File: src/rtl/usbh_fifo_pkt.sv
// Show-ahead synchronous FIFO for the USB host data paths, with level/almost flags,
// sticky overflow/underflow errors and optional packet mode (commit/rollback).
module usbh_fifo_pkt #(
   parameter int WIDTH      = 8,
   parameter int DEPTH      = 64,
   parameter int ADDR_W     = 6,
   parameter int AFULL_LVL  = 56,
   parameter int AEMPTY_LVL = 8,
   parameter int PKT_MODE   = 0
) (
   input  logic              clk_i,
   input  logic              rst_i,
   input  logic [WIDTH-1:0]  data_i,
   input  logic              push_i,
   input  logic              pop_i,
   input  logic              flush_i,
   input  logic              commit_i,
   input  logic              rollback_i,
   output logic [WIDTH-1:0]  data_o,
   output logic              full_o,
   output logic              empty_o,
   output logic              almost_full_o,
   output logic              almost_empty_o,
   output logic [ADDR_W:0]   level_o,
   output logic              overflow_o,
   output logic              underflow_o
);

   localparam int               CNT_W      = ADDR_W + 1;
   localparam logic [CNT_W-1:0] FULL_CNT   = CNT_W'(DEPTH);
   localparam logic [CNT_W-1:0] AFULL_CNT  = CNT_W'(AFULL_LVL);
   localparam logic [CNT_W-1:0] AEMPTY_CNT = CNT_W'(AEMPTY_LVL);
   localparam logic             PKT        = (PKT_MODE != 0);

   logic [WIDTH-1:0]  mem [DEPTH];

   logic [ADDR_W-1:0] rd_ptr_q, rd_ptr_d;
   logic [ADDR_W-1:0] wr_ptr_q, wr_ptr_d;
   logic [ADDR_W-1:0] cmt_ptr_q, cmt_ptr_d;
   logic [CNT_W-1:0]  used_q, used_d;
   logic [CNT_W-1:0]  level_q, level_d;
   logic              overflow_q, overflow_d;
   logic              underflow_q, underflow_d;
   logic              push_ok, pop_ok;

   // Acceptance is decided from registered flags only, so a pop cannot make room
   // for a same-cycle push when the FIFO is full.
   assign push_ok = push_i & ~full_o & ~(PKT & rollback_i);
   assign pop_ok  = pop_i & ~empty_o;

   always_comb begin
      rd_ptr_d    = rd_ptr_q;
      wr_ptr_d    = wr_ptr_q;
      cmt_ptr_d   = cmt_ptr_q;
      used_d      = used_q;
      level_d     = level_q;
      overflow_d  = overflow_q;
      underflow_d = underflow_q;
      if (flush_i) begin
         rd_ptr_d    = '0;
         wr_ptr_d    = '0;
         cmt_ptr_d   = '0;
         used_d      = '0;
         level_d     = '0;
         overflow_d  = 1'b0;
         underflow_d = 1'b0;
      end else begin
         if (push_i & full_o)  overflow_d  = 1'b1;
         if (pop_i & empty_o)  underflow_d = 1'b1;
         if (pop_ok)  rd_ptr_d = rd_ptr_q + ADDR_W'(1);
         if (push_ok) wr_ptr_d = wr_ptr_q + ADDR_W'(1);
         used_d  = used_q + CNT_W'(push_ok) - CNT_W'(pop_ok);
         level_d = level_q - CNT_W'(pop_ok);
         if (!PKT) begin
            cmt_ptr_d = wr_ptr_d;
            level_d   = used_d;
         end else if (rollback_i) begin
            // Uncommitted bytes vanish; only the same-cycle pop still counts.
            wr_ptr_d = cmt_ptr_q;
            used_d   = level_d;
         end else if (commit_i) begin
            cmt_ptr_d = wr_ptr_d;
            level_d   = used_d;
         end
      end
   end

   always_ff @(posedge clk_i or posedge rst_i) begin
      if (rst_i) begin
         rd_ptr_q    <= '0;
         wr_ptr_q    <= '0;
         cmt_ptr_q   <= '0;
         used_q      <= '0;
         level_q     <= '0;
         overflow_q  <= 1'b0;
         underflow_q <= 1'b0;
      end else begin
         rd_ptr_q    <= rd_ptr_d;
         wr_ptr_q    <= wr_ptr_d;
         cmt_ptr_q   <= cmt_ptr_d;
         used_q      <= used_d;
         level_q     <= level_d;
         overflow_q  <= overflow_d;
         underflow_q <= underflow_d;
      end
   end

   // Storage is deliberately left out of reset.
   always_ff @(posedge clk_i) begin
      if (!flush_i && push_ok) mem[wr_ptr_q] <= data_i;
   end

   assign data_o         = mem[rd_ptr_q];
   assign full_o         = (used_q == FULL_CNT);
   assign almost_full_o  = (used_q >= AFULL_CNT);
   assign empty_o        = (level_q == '0);
   assign almost_empty_o = (level_q <= AEMPTY_CNT);
   assign level_o        = level_q;
   assign overflow_o     = overflow_q;
   assign underflow_o    = underflow_q;

endmodule
File: config.mk
export PLATFORM = sky130hd
export DESIGN_NAME = usbh_fifo_pkt
export DESIGN_NICKNAME = d
export VERILOG_FILES = /design/src/rtl/usbh_fifo_pkt.sv
export SDC_FILE = /design/constraint.sdc
export NUM_CORES = 1
export LEC_CHECK = 0
export BUFFER_PORTS_ARGS = -buffer_cell sky130_fd_sc_hd__buf_2
export CAP_MARGIN = 40
export CORE_MARGIN = 10
export CORE_UTILIZATION = 59
export DETAILED_ROUTE_END_ITERATION = 6
export HOLD_SLACK_MARGIN = 0.15
export PLACE_DENSITY_LB_ADDON = 0.3
export SLEW_MARGIN = 40
export SYNTH_ARGS = -nofsm -noshare
export SYNTH_HDL_FRONTEND = slang
export SYNTH_SLANG_ARGS = --single-unit
File: constraint.sdc
create_clock -name clk_i -period 3.8 [get_ports clk_i]
set_input_delay 0.76 -clock clk_i [delete_from_list [all_inputs] [get_ports clk_i]]
set_output_delay 0.76 -clock clk_i [all_outputs]
set_load 0.05 [all_outputs]
; ---- Yosys cells after proc, flatten, opt, wreduce, memory -nomap -nowiden
; Memories as Yosys holds them, arrays and structs flattened.
; Cells that the tools add are included.
[word_totals]
register_bits = 21
out_inout_bits = 21
n_memories = 1
word_cells = 37
inputBits = 15
mem_bits_rw = 512
[mem_list]
columns = name, depth, word_bits, rd, rd_clocked_by_memory_dff, wr, line
row1 = mem, 64, 8, 1, 0, 1, 35  ; logic [WIDTH-1:0] mem [DEPTH];
[classes]
muxes = 11
n_lt_le_gt_ge = 2
bitwise = 6
addsub = 4
n_reduce_logical = 7
eq_ne = 1
[ops]
columns = operator, n
row1 = $mux 6, 4
row2 = $add 6x1->6 const B, 2
row3 = $reduce_bool 2->1, 4
row4 = $add 7x1->7, 1
row5 = $eq 7x7->1 const B, 1
row6 = $ge 7x6->1 const B, 1
row7 = $le 7x4->1 const B, 1
row8 = $logic_not 7->1, 1
row9 = $mux 7, 1
row10 = $sub 7x1->7, 1
row11 = $mux 1, 6
row12 = $and 1x1->1, 4
row13 = $not 1->1, 2
row14 = $logic_and 1x1->1, 1
row15 = $logic_not 1->1, 1

; ---- Depth between registers and ports, before layout
; Gate-level depths: netlist of the first run.
[logic_depth]
word_depth = 6
ltp_mapped = 17
depth_no_buf = 16

; ---- Worst setup path before layout of the first run
; Ideal clock, no wire load.
[synth_timing]
path_type = register to register
start = register level_q[3] (netlist: level_o[3])
end = register level_q[6] (netlist: level_o[6])
path_stages_with_launch = 17
t_arrival_ps = 3398
setup_slack_ps = 266
path_buffers = 1
synth_period_minus_slack_ps = 3534
setup_ps = 136
t_required_ps = 3664
cell_sequence = dfrtp_1 inv_1 ha_1 and4_1 nor2b_1 clkbuf_1 ha_1 inv_1 ha_1 inv_1 fa_1 nand2b_1 a21oi_1 o21ai_0 a21oi_1 or3_1 a21oi_1
[synth_via]
word_cells_on_any_way = 9
cone_classes = add/sub (2) / eq/ne (1) / mux (1) / bitwise (4) / reduce/logical (1)
[synth_lines]
columns = item, line
row1 = "start, declared", 41  ; logic [CNT_W-1:0] level_q, level_d;
row2 = "start signal, assigned", 102  ; level_q <= level_d;
row3 = $logic_not 7->1, 116  ; assign empty_o = (level_q == '0);
row4 = net empty_o, 21  ; output logic empty_o,
row5 = $not 1->1, 49  ; assign pop_ok = pop_i & ~empty_o;
row6 = $and 1x1->1, 49
row7 = $sub 7x1->7, 72  ; used_d = used_q + CNT_W'(push_ok) - CNT_W'(pop_ok);
row8 = $mux 7, 59  ; if (flush_i) begin
row9 = net level_d[6], 41
; The timed path passes the listed nets, and every way through them passes these cells.
; A chain may end at the register's enable or synchronous reset.

; ---- Worst setup path after layout of the first run
[layout_timing]
start = register rd_ptr_q[0]
end = output data_o[4]
[layout_via]
elab_chain_cells = 1
[layout_lines]
columns = item, line
row1 = "start, declared", 37  ; logic [ADDR_W-1:0] rd_ptr_q, rd_ptr_d;
row2 = "start signal, assigned", 98  ; rd_ptr_q <= rd_ptr_d;
row3 = $mem_v2 64x8, -
row4 = "end, declared", 19  ; output logic [WIDTH-1:0] data_o,
; No other way between the ends.

==> results of run 1 <==
## report_power, final
part           internal [mW]  switching (mW)
Sequential              6.51          0.0816
Combinational           1.62            1.69
Clock                   2.68            2.12
## cell usage in the layout, fill, tap and decap left out, types with 17 or more instances in the layout
master,netlist,final
clkbuf_16,0,52
buf_2,14,18
mux2i_1,20,17
nor2b_1,22,22
nand2_1,17,17
dfrtp_1,21,17
nor2_1,90,89
mux4_2,127,129
ha_1,17,17
edfxtp_1,512,512
buf_4,12,98
## routing by layer
layer / track usage [%] / share of wire, %
met4: 6.90 / 2.9
met2: 34.6 / 50
met3: 3.73 / 8.7
met5: 0 / 0
met1: 29.7 / 38
## metrics by stage
stage / TNS (ns) / instance area [um2] / utilization [%] / cells
2_1_floorplan: 0 / 21100 / - / 1025
3_3_place_gp: 0 / 22300 / 62.9 / 1548
3_5_place_dp: 0 / 22300 / 62.9 / 1548
4_1_cts: -0.211 / 24400 / 68.8 / 1658
5_1_grt: -0.383 / 24600 / 69.4 / 1669
6_report: -0.0209 / 24600 / 69.4 / 1669
## path summary, 6_finish.rpt
kind | startpoint | endpoint | slack (ns) | cells past startpoint
hold / removal | rst_i | wr_ptr_q[1]$_DFFE_PP0P_ | 0.17 | 2
setup reg to reg | level_o[3]$_DFF_PP0_ | level_o[6]$_DFF_PP0_ | 0.52 | 16
max in group asynchronous | rst_i | rd_ptr_q[1]$_DFFE_PP0P_ | 3.28 | 2
setup / recovery | rd_ptr_q[0]$_DFFE_PP0P_ | data_o[4] | -0.01 | 8
min in group clk_i | pop_i | underflow_o$_DFFE_PP0P_ | 0.44 | 3
hold reg to reg | underflow_o$_DFFE_PP0P_ | underflow_o$_DFFE_PP0P_ | 0.50 | 2
## kinds of logic (layout without fill, tap and decap cells)
kind of cell	after synthesis	in the layout	synth area share (%)
and+or+nand+nor	160	160	3.48
xor gates and xnor gates	11	11	0.456
AOI/OAI and AO/OA	77	77	2.49
buffers and inverters	70	253	1.72
muxes	156	156	15.5
adders and majority gates	18	18	1.10
DFF	533	533	75.2
## sequential cells by signal, indices dropped and copies added (netlist names)
| register | cells |
|---|---|
| rd_ptr_q | 6 |
| level_o | 7 |
| mem | 512 |
| overflow_o | 1 |
| underflow_o | 1 |
| wr_ptr_q | 6 |
## cell type report
cell class | count | share of cell area [%]
Clock buffer | 63 | 5.37
Inverter | 15 | 0.229
Tap cell | 461 | 2.34
Sequential cell | 533 | 64.7
Clock inverter | 30 | 1.01
Multi-Input combinational cell | 422 | 20.4
Timing Repair Buffer | 145 | 5.95
## what timing repair did
item                                   in CTS  in global routing
pin swaps                                   2                  3
resized for setup                          47                 13
cloned                                      7                  1
endpoints found under the hold margin       0                  0
setup buffers                              10                 11
setup endpoints to repair                   8                  8
==> key figures, run 1 <==
Status
  • Status: finished with violations
  • Failing checks: negative setup slack

Floorplanning
  • Die Ht: 209 um
  • Die Wd: between 200 and 250 um
  • Core region area: between 0.03 and 0.04 mm2
  • I/O pins: 36
  • Die area: 0.0438 mm2
  • Row count: 69
  • Initial Utilization: 59.6%

Timing
  • Part of the cycle the worst path needs: 100%
  • Final hold slack: 0.175 ns
  • Final Hold Vio Count: 0
  • Count of pins over their slew limit: 0
  • RSZ-0062 raised after global routing: yes
  • Rel. slew slack: around 46%
  • Period minus WS final: 3.81 ns
  • Setup Viol. Count Final: 2
  • Final WS setup: -0.0137 ns
  • Clock Skew: 0.0198 ns
  • Tightest Pin Transition: 0.805 ns
  • Fmax achieved: 0.262 GHz

Finish
  • Layout cells sized above 1: 31.5%
  • Layout Area Growth over Synthesis: 16.4%
  • FF/Latch Area: 0.0159 mm2
  • Fill count: 2084
  • Antenna cells: 0
  • Area occupied by multi-input gates: a little over 0.005 mm2
  • Nets: 1201

GRT
  • First-pass GRT wire length: 70500 um
  • Largest net degree at the start of global routing: 65
  • Grt ovf: 0
  • Gr usage total: 21.5%
  • Initial antenna violation count: 0
  • Number of global-route vias before repair: 10900

Logic synthesis
  • Synth top cells by count: edfxtp_1, mux4_2, nor2_1, nor2b_1, dfrtp_1
  • Mapped Avg Cell Area: a little over 20 um2
  • Post-synth cell types: 46
  • Yosys reg bits: 533
  • Synthesis Warnings: 0
  • Mapped cell area: 0.0211 mm2
  • Synth area leaders: edfxtp_1, mux4_2, dfrtp_1
  • Top-count cell post-synth: edfxtp_1
  • Syn Inst Count: 1025
  • Most area-hungry cell type in the Yosys netlist: edfxtp_1
  • Post-synth ARST share: under 10%
  • Synth Flop Type: edfxtp_1
  • Proportion of netlist area held by the largest area contributor: 72.7%
  • Synthesized Nets: 1058
  • Number of synthesized flops with an enable pin: 512
  • Sequential area share after synthesis: 75.2%

Clock network
  • Clock Tree Root: clkbuf_16
  • H-tree depth: 2
  • CTS Buf Count: just over 50
  • CTS Sinks: between 500 and 600
  • Worst-Skew Late Latency: 0.59 ns
  • TritonCTS clock tree: done
  • Hold-fix buffers, CTS: 0
  • Clock buffer depth: 3
  • Clock Pin Slew Worst Setup and Hold Paths: 0.06 ns

Place
  • I/O Buffers: 33
  • Hpwl dp: approximately 27000 um
  • GP Congestion: 0.791
  • Place WS: 0.370 ns

Routing
  • WL final: about 47000 um
  • Drt first pass iters: 5
  • Routed Antenna Nets: 0
  • Via Count: 10700
  • Detailed Route Iter0 Violations: between 1000 and 1500
  • WL per Instance: 28.2 um
  • Via density: 6.44
  • DRC viols: 0

Setup path
  • CP max FO: 6
  • Slowest cell delay on critical path: ~0.54 ns
  • Critical path arrival: 3.05 ns
  • Critical-path top delay cell: mux4_2
  • Critical path required time: 3.04 ns
  • Crit-path cells: buf_12, buf_16, buf_4, mux4_2, mux4_2, o21ai_2, o31ai_2, buf_6
  • Cell family with most CP delay: multiplexers
  • CP bufs+invs: 4
  • Crit path kind: reg2out
  • Most frequent CP cell: mux4_2
  • CP startpoint kind: flip-flop
  • Crit. End Element: output port

Power
  • Leakage: 7.90 nW
  • Peak VDD IR: 0.531 mV
  • PwrDens: approximately 600 mW/mm2
  • Total power: 14.7 mW

Run
  • MaxCap Viol Count: 0

Hold path
  • Worst Hold Class: in2async
Note: power is estimated with default switching activity, not from simulation.
==> run 2: changes to the inputs <==
--- a/config.mk
+++ b/config.mk
@@ -12,6 +12,8 @@
 export DETAILED_ROUTE_END_ITERATION = 6
 export HOLD_SLACK_MARGIN = 0.15
 export PLACE_DENSITY_LB_ADDON = 0.3
+export SETUP_SLACK_MARGIN = 0.2
+export SKIP_LAST_GASP = 1
 export SLEW_MARGIN = 40
 export SYNTH_ARGS = -nofsm -noshare
 export SYNTH_HDL_FRONTEND = slang
==> key figures, run 2 (synthesis gave the netlist of run 1 again) <==
Status
  • Status: finished with violations (unchanged)
  • Failing checks: negative setup slack (unchanged)

Floorplanning
  • Initial Utilization: 59.6% (unchanged)
  • Die area: 0.0438 mm2 (unchanged)
  • Die Ht: 209 um (unchanged)
  • I/O pins: 36 (unchanged)
  • Core region area: 0.0355 mm2 (unchanged)
  • Row count: 69 (unchanged)
  • Die Wd: 209 um (unchanged)

Clock network
  • CTS Sinks: 533 (unchanged)
  • Worst-Skew Late Latency: 0.59 ns (about the same)
  • Clock Tree Root: clkbuf_16 (unchanged)
  • Hold-fix buffers, CTS: 0 (unchanged)
  • TritonCTS clock tree: done (unchanged)
  • H-tree depth: 2 (unchanged)
  • Clock buffer depth: 3 (unchanged)
  • CTS Buf Count: 51 (unchanged)
  • Clock Pin Slew Worst Setup and Hold Paths: 0.06 ns (about the same)

Routing
  • Drt first pass iters: 5 (unchanged)
  • Detailed Route Iter0 Violations: 1388 (was 1272)
  • Via Count: 10700 (about the same)
  • WL per Instance: 28.4 um (was 28.2 um)
  • Routed Antenna Nets: 0 (unchanged)
  • WL final: 47400 um (was 47000 um)
  • DRC viols: 0 (unchanged)
  • Via density: 6.40 (was 6.44)

Setup path
  • CP startpoint kind: flip-flop (unchanged)
  • CP max FO: 7 (was 6)
  • Crit path kind: reg2out (unchanged)
  • Crit. End Element: output port (unchanged)
  • Critical path arrival: 3.13 ns (was 3.05 ns)
  • Critical path required time: 3.04 ns (about the same)

Finish
  • Layout cells sized above 1: 32.0% (was 31.5%)
  • Max reg flops: 512 (unchanged)
  • Nets: 1202 (was 1201)
  • Most common cell after layout, fill and taps aside: edfxtp_1 (unchanged)
  • Antenna cells: 0 (unchanged)
  • Layout Area Growth over Synthesis: 16.5% (was 16.4%)
  • Core Util, Final: 69.4% (about the same)
  • Biggest register: mem (unchanged)
  • Most frequent cells in the layout: edfxtp_1, mux4_2, buf_4 (unchanged)

Timing
  • Clock Skew: 0.0181 ns (was 0.0198 ns)
  • Count of pins over their slew limit: 0 (unchanged)
  • Setup Viol. Count Final: 4 (was 2)
  • Rel. slew slack: 45.3% (was 46.2%)
  • Tightest Pin Transition: 0.818 ns (was 0.805 ns)
  • Period minus WS final: 3.89 ns (was 3.81 ns)
  • Final TNS setup: -0.125 ns (was -0.0209 ns)
  • Final WS setup: -0.0898 ns (was -0.0137 ns)
  • Final Hold Vio Count: 0 (unchanged)
  • Part of the cycle the worst path needs: 102% (was 100%)
  • Fmax achieved: 0.257 GHz (was 0.262 GHz)
  • RSZ-0062 raised after global routing: yes (unchanged)

Place
  • Hpwl dp: 26600 um (unchanged)
  • GP Congestion: 0.791 (unchanged)
  • I/O Buffers: 33 (unchanged)

Power
  • Peak VDD IR: 0.529 mV (was 0.531 mV)
  • Flop pwr share: 44.7% (was 44.8%)
  • Internal Power: 10.8 mW (about the same)
  • Clock network fraction of design power: 32.6% (was 32.7%)
  • Switching power: 3.91 mW (was 3.89 mW)
  • PwrDens: 598 mW/mm2 (about the same)
  • Comb power frac: 22.6% (was 22.5%)
  • Leakage: 7.91 nW (was 7.90 nW)
  • Sw frac: 26.6% (was 26.5%)

GRT
  • Met3 global-route usage: 3.73% (unchanged)
  • Global Route met2 Usage: 34.9% (was 34.6%)
  • Number of global-route vias before repair: 10900 (about the same)
  • First-pass GRT wire length: 70600 um (was 70500 um)
  • Most Crowded Layer GR: met2 (unchanged)
  • Initial antenna violation count: 0 (unchanged)
  • Gr usage total: 21.5% (about the same)
  • Grt met1 use: 29.5% (was 29.7%)
  • Largest net degree at the start of global routing: 65 (unchanged)
  • Grt ovf: 0 (unchanged)

Hold path
  • Worst Hold Class: in2async (unchanged)

Run
  • MaxCap Viol Count: 0 (unchanged)
## run 2: per-stage QoR
step / power [mW] / hold WS, ns / setup WS (ns) / instance area (um2) / cells
4_1_cts: 14.6 / 0.173 / -0.0747 / 24400 / 1658
2_1_floorplan: 8.71 / 0.569 / 0.266 / 21100 / 1025
3_5_place_dp: 9.42 / 0.500 / 0.370 / 22300 / 1548
3_3_place_gp: 9.39 / 0.471 / 0.349 / 22300 / 1548
6_report: 14.7 / 0.176 / -0.0898 / 24600 / 1670
5_1_grt: 15.3 / 0.205 / -0.121 / 24600 / 1670
## run 2: worst paths after layout
| path | cells past startpoint | slack (ns) | start | endpoint |
|---|---|---|---|---|
| min reg2reg | 2 | 0.50 | underflow_o$_DFFE_PP0P_ | underflow_o$_DFFE_PP0P_ |
| min in group clk_i | 3 | 0.44 | pop_i | underflow_o$_DFFE_PP0P_ |
| max | 9 | -0.09 | rd_ptr_q[0]$_DFFE_PP0P_ | data_o[7] |
| min | 2 | 0.18 | rst_i | wr_ptr_q[1]$_DFFE_PP0P_ |
| max in group asynchronous | 2 | 3.27 | rst_i | rd_ptr_q[1]$_DFFE_PP0P_ |
| max reg2reg | 15 | 0.57 | level_o[1]$_DFF_PP0_ | level_o[6]$_DFF_PP0_ |
## run 2: critical path: stages, from the launching register on
cell	delay (ns)
dfrtp_4	0.50
buf_4	0.17
clkbuf_16	0.18
mux4_2	0.55
or3b_1	0.42
o311ai_1	0.13
a21oi_1	0.09
o21ai_1	0.18
o21ai_2	0.13
buf_6	0.20
## run 2: final cells by class
type	instances	area, um2
fillers	2086	10900
repair buffers	146	1470
flip-flops and latches	533	15900
well taps	461	577
clock inverters	30	248
multi-input cells	422	5050
clock buffers	63	1320
inverters	15	56.3
## run 2: power groups by stage
stage	Sequential (mW)	Combinational, mW	Clock (mW)
2_1_floorplan	6.79	1.92	0
3_3_place_gp	6.70	2.69	0
3_5_place_dp	6.70	2.72	0
4_1_cts	6.59	3.18	4.87
5_1_grt	6.59	3.55	5.11
6_report	6.58	3.33	4.80
## run 2: per-layer routing
metal / vias to the layer above / routed length, um
met4: 0 / 1150
met2: 594 / 23800
met3: 70 / 4420
met5: - / 0
li1: 4502 / -
met1: 5528 / 18000
## run 2: timing repair
item / in CTS / in global routing
endpoints found under the hold margin: 0 / 0
setup buffers: 10 / 9
resized for setup: 48 / 17
setup endpoints to repair: 8 / 9
gates cloned: 7 / 3
pin swaps: 2 / 4
==> run 3: changes to the inputs <==
--- a/config.mk
+++ b/config.mk
@@ -8,7 +8,7 @@
 export BUFFER_PORTS_ARGS = -buffer_cell sky130_fd_sc_hd__buf_2
 export CAP_MARGIN = 40
 export CORE_MARGIN = 10
-export CORE_UTILIZATION = 59
+export CORE_UTILIZATION = 50
 export DETAILED_ROUTE_END_ITERATION = 6
 export HOLD_SLACK_MARGIN = 0.15
 export PLACE_DENSITY_LB_ADDON = 0.3
==> key figures, run 3 (synthesis gave the netlist of run 1 again) <==
Status
  • Status: finished, final reports clean (was finished with violations)

Setup path
  • CP max FO: 6 (was 7)
  • Cell family with most CP delay: multiplexers (was buffers and inverters)
  • Critical path arrival: 2.93 ns (was 3.13 ns)
  • Reg2reg start: level_o[3]$_DFF_PP0_ (was level_o[1]$_DFF_PP0_)
  • CP bufs+invs: 4 (was 3)
  • Critical-path top delay cell: mux4_2 (unchanged)
  • Critical path required time: 3.04 ns (about the same)
  • Reg-to-reg critical path endpoint: level_o[6]$_DFF_PP0_ (unchanged)
  • Crit path kind: reg2out (unchanged)
  • Reg-to-reg slack, setup: 0.53 ns (was 0.57 ns)
  • Crit. End Element: output port (unchanged)
  • Crit-path cells: buf_12, buf_8, buf_16, mux4_2, mux4_2, o21ai_4, o31ai_4, buf_6 (was buf_4, clkbuf_16, mux4_2, or3b_1, o311ai_1, a21oi_1, o21ai_1, o21ai_2, buf_6)
  • Most frequent CP cell: mux4_2
  • CP startpoint kind: flip-flop (unchanged)
  • Worst R2R Path Depth: 16 (was 15)
  • Slowest cell delay on critical path: 0.53 ns (was 0.55 ns)

Floorplanning
  • I/O pins: 36 (unchanged)
  • Die Wd: 226 um (was 209 um)
  • Die area: 0.0509 mm2 (was 0.0438 mm2)
  • Initial Utilization: 50.5% (was 59.6%)
  • Row count: 75 (was 69)
  • Die Ht: 226 um (was 209 um)
  • Core region area: 0.0419 mm2 (was 0.0355 mm2)

Power
  • PwrDens: 591 mW/mm2 (was 598 mW/mm2)
  • Leakage: 7.88 nW (was 7.91 nW)
  • Total power: 14.6 mW (was 14.7 mW)
  • Peak VDD IR: 0.380 mV (was 0.529 mV)

Clock network
  • H-tree depth: 2 (unchanged)
  • CTS Sinks: 533 (unchanged)
  • Clock Tree Root: clkbuf_16 (unchanged)
  • TritonCTS clock tree: done (unchanged)
  • Hold-fix buffers, CTS: 0 (unchanged)
  • Worst-Skew Late Latency: 0.60 ns (was 0.59 ns)
  • Clock Pin Slew Worst Setup and Hold Paths: 0.06 ns (about the same)
  • CTS Buf Count: 51 (unchanged)
  • Clock buffer depth: 3 (unchanged)

Run
  • MaxCap Viol Count: 0 (unchanged)

Routing
  • WL per Instance: 25.8 um (was 28.4 um)
  • Top sig layer: met4 (unchanged)
  • DRC viols: 0 (unchanged)
  • WL final: 45100 um (was 47400 um)
  • Metal2 WL: 22700 um (was 23800 um)
  • Via density: 5.95 (was 6.40)
  • Routed Antenna Nets: 0 (unchanged)
  • Via Count: 10400 (was 10700)
  • Drt first pass iters: 5 (unchanged)
  • Met3 wire length: 2960 um (was 4420 um)
  • Detailed Route Iter0 Violations: 1166 (was 1388)
  • WL met1: 18700 um (was 18000 um)

Timing
  • Fmax achieved: 0.271 GHz (was 0.257 GHz)
  • Period minus WS final: 3.69 ns (was 3.89 ns)
  • RSZ-0062 raised after global routing: yes (unchanged)
  • Rel. slew slack: 47.5% (was 45.3%)
  • Tightest Pin Transition: 0.784 ns (was 0.818 ns)
  • Final TNS setup: 0 ns (was -0.125 ns)
  • Setup Viol. Count Final: 0 (was 4)
  • Clock Skew: 0.0271 ns (was 0.0181 ns)
  • Final hold slack: 0.173 ns (was 0.176 ns)
  • Final WS setup: 0.111 ns (was -0.0898 ns)
  • Count of pins over their slew limit: 0 (unchanged)
  • Final Hold Vio Count: 0 (unchanged)
  • Part of the cycle the worst path needs: 97.1% (was 102%)

GRT
  • Grt ovf: 0 (unchanged)
  • Initial antenna violation count: 0 (unchanged)
  • First-pass GRT wire length: 67100 um (was 70600 um)
  • Largest net degree at the start of global routing: 65 (unchanged)
  • Gr usage total: 17.9% (was 21.5%)
  • Number of global-route vias before repair: 10400 (was 10900)

Finish
  • Layout cells sized above 1: 31.1% (was 32.0%)
  • Layout Area Growth over Synthesis: 16.8% (was 16.5%)
  • Max reg flops: 512 (unchanged)
  • Fill count: 2996 (was 2086)
  • Nets: 1197 (was 1202)
  • Most common cell after layout, fill and taps aside: edfxtp_1 (unchanged)
  • Most frequent cells in the layout: edfxtp_1, mux4_2, nor2_1, buf_4, clkbuf_16 (was edfxtp_1, mux4_2, buf_4)
  • Biggest register: mem (unchanged)
  • Antenna cells: 0 (unchanged)

Hold path
  • Worst Hold Class: in2async (unchanged)

Place
  • Hpwl dp: 26400 um (was 26600 um)
  • Place WS: 0.435 ns (was 0.370 ns)
  • GP Congestion: 0.831 (was 0.791)
  • I/O Buffers: 33 (unchanged)
==> run 3: cell types whose count changed in the layout (fill, tap and decap cells not counted), moves of 5 or more <==
cell	previous run	this run
buf_6	7	14
o21ai_2	8	3
buf_12	6	12
bufbuf_16	5	0
buf_4	100	90
==> run 3: worst max path at each step <==
stage	depth (start not counted)	slack [ns]	from	endpoint
floorplan	16	0.27	level_o[3]$_DFF_PP0_	level_o[6]$_DFF_PP0_
global placement	6	0.46	rd_ptr_q[0]$_DFFE_PP0P_	data_o[0]
detailed placement	7	0.43	rd_ptr_q[1]$_DFFE_PP0P_	data_o[2]
CTS	6	0.06	rd_ptr_q[0]$_DFFE_PP0P_	data_o[2]
global route	8	0.05	rd_ptr_q[0]$_DFFE_PP0P_	data_o[1]
finish	8	0.11	rd_ptr_q[0]$_DFFE_PP0P_	data_o[0]
==> run 3: report_power, final <==
part	internal [mW]	switching (mW)	leakage, nW	total [mW]
clock	2.76	2.12	0.788	4.88
combinational	1.48	1.64	2.21	3.12
sequential	6.51	0.0720	4.88	6.58
total	10.8	3.83	7.88	14.6
==> run 3: worst reg2reg max path, stage by stage (launching register included) <==
cell	delay, ns
dfrtp_1	0.42
inv_1	0.11
ha_1	0.21
nand4_1	0.10
and2_1	0.28
inv_2	0.13
ha_1	0.30
inv_1	0.06
ha_1	0.16
inv_1	0.06
fa_1	0.42
nand2b_1	0.17
a21oi_1	0.20
o21ai_0	0.11
a21oi_1	0.19
or3_1	0.14
a21oi_1	0.07
==> run 3: layer usage <==
| metal | vias to the layer above | global-route usage (%) |
|---|---|---|
| met5 | - | 0 |
| li1 | 4492 | - |
| met1 | 5493 | 24.0 |
| met3 | 50 | 4.11 |
| met2 | 340 | 29.3 |
| met4 | 0 | 4.34 |
==> run 3: per-stage QoR <==
step | instances | util [%] | instance area [um2]
final | 1745 | 59.0 | 24700
after CTS | 1736 | 58.4 | 24400
after detailed placement | 1630 | 53.6 | 22400
after global placement | 1630 | 53.6 | 22400
after floorplan | 1025 | - | 21100
after global routing | 1745 | 59.0 | 24700
==> run 3: cell type report <==
cell class	instances	area, um2	area share [%]
clock buffers	65	1330	5.38
inverters	15	56.3	0.228
well taps	539	674	2.73
multi-input cells	422	5100	20.7
flip-flops and latches	533	15900	64.5
repair buffers	141	1340	5.42
clock inverters	30	277	1.12
==> run 3: repair_timing <==
item                                    4_1_cts  5_1_grt
pin swaps                                     0       11
gates cloned                                  3        2
gates resized for setup                      45       25
setup buffers                                 8        7
endpoints found under the setup margin        8        8
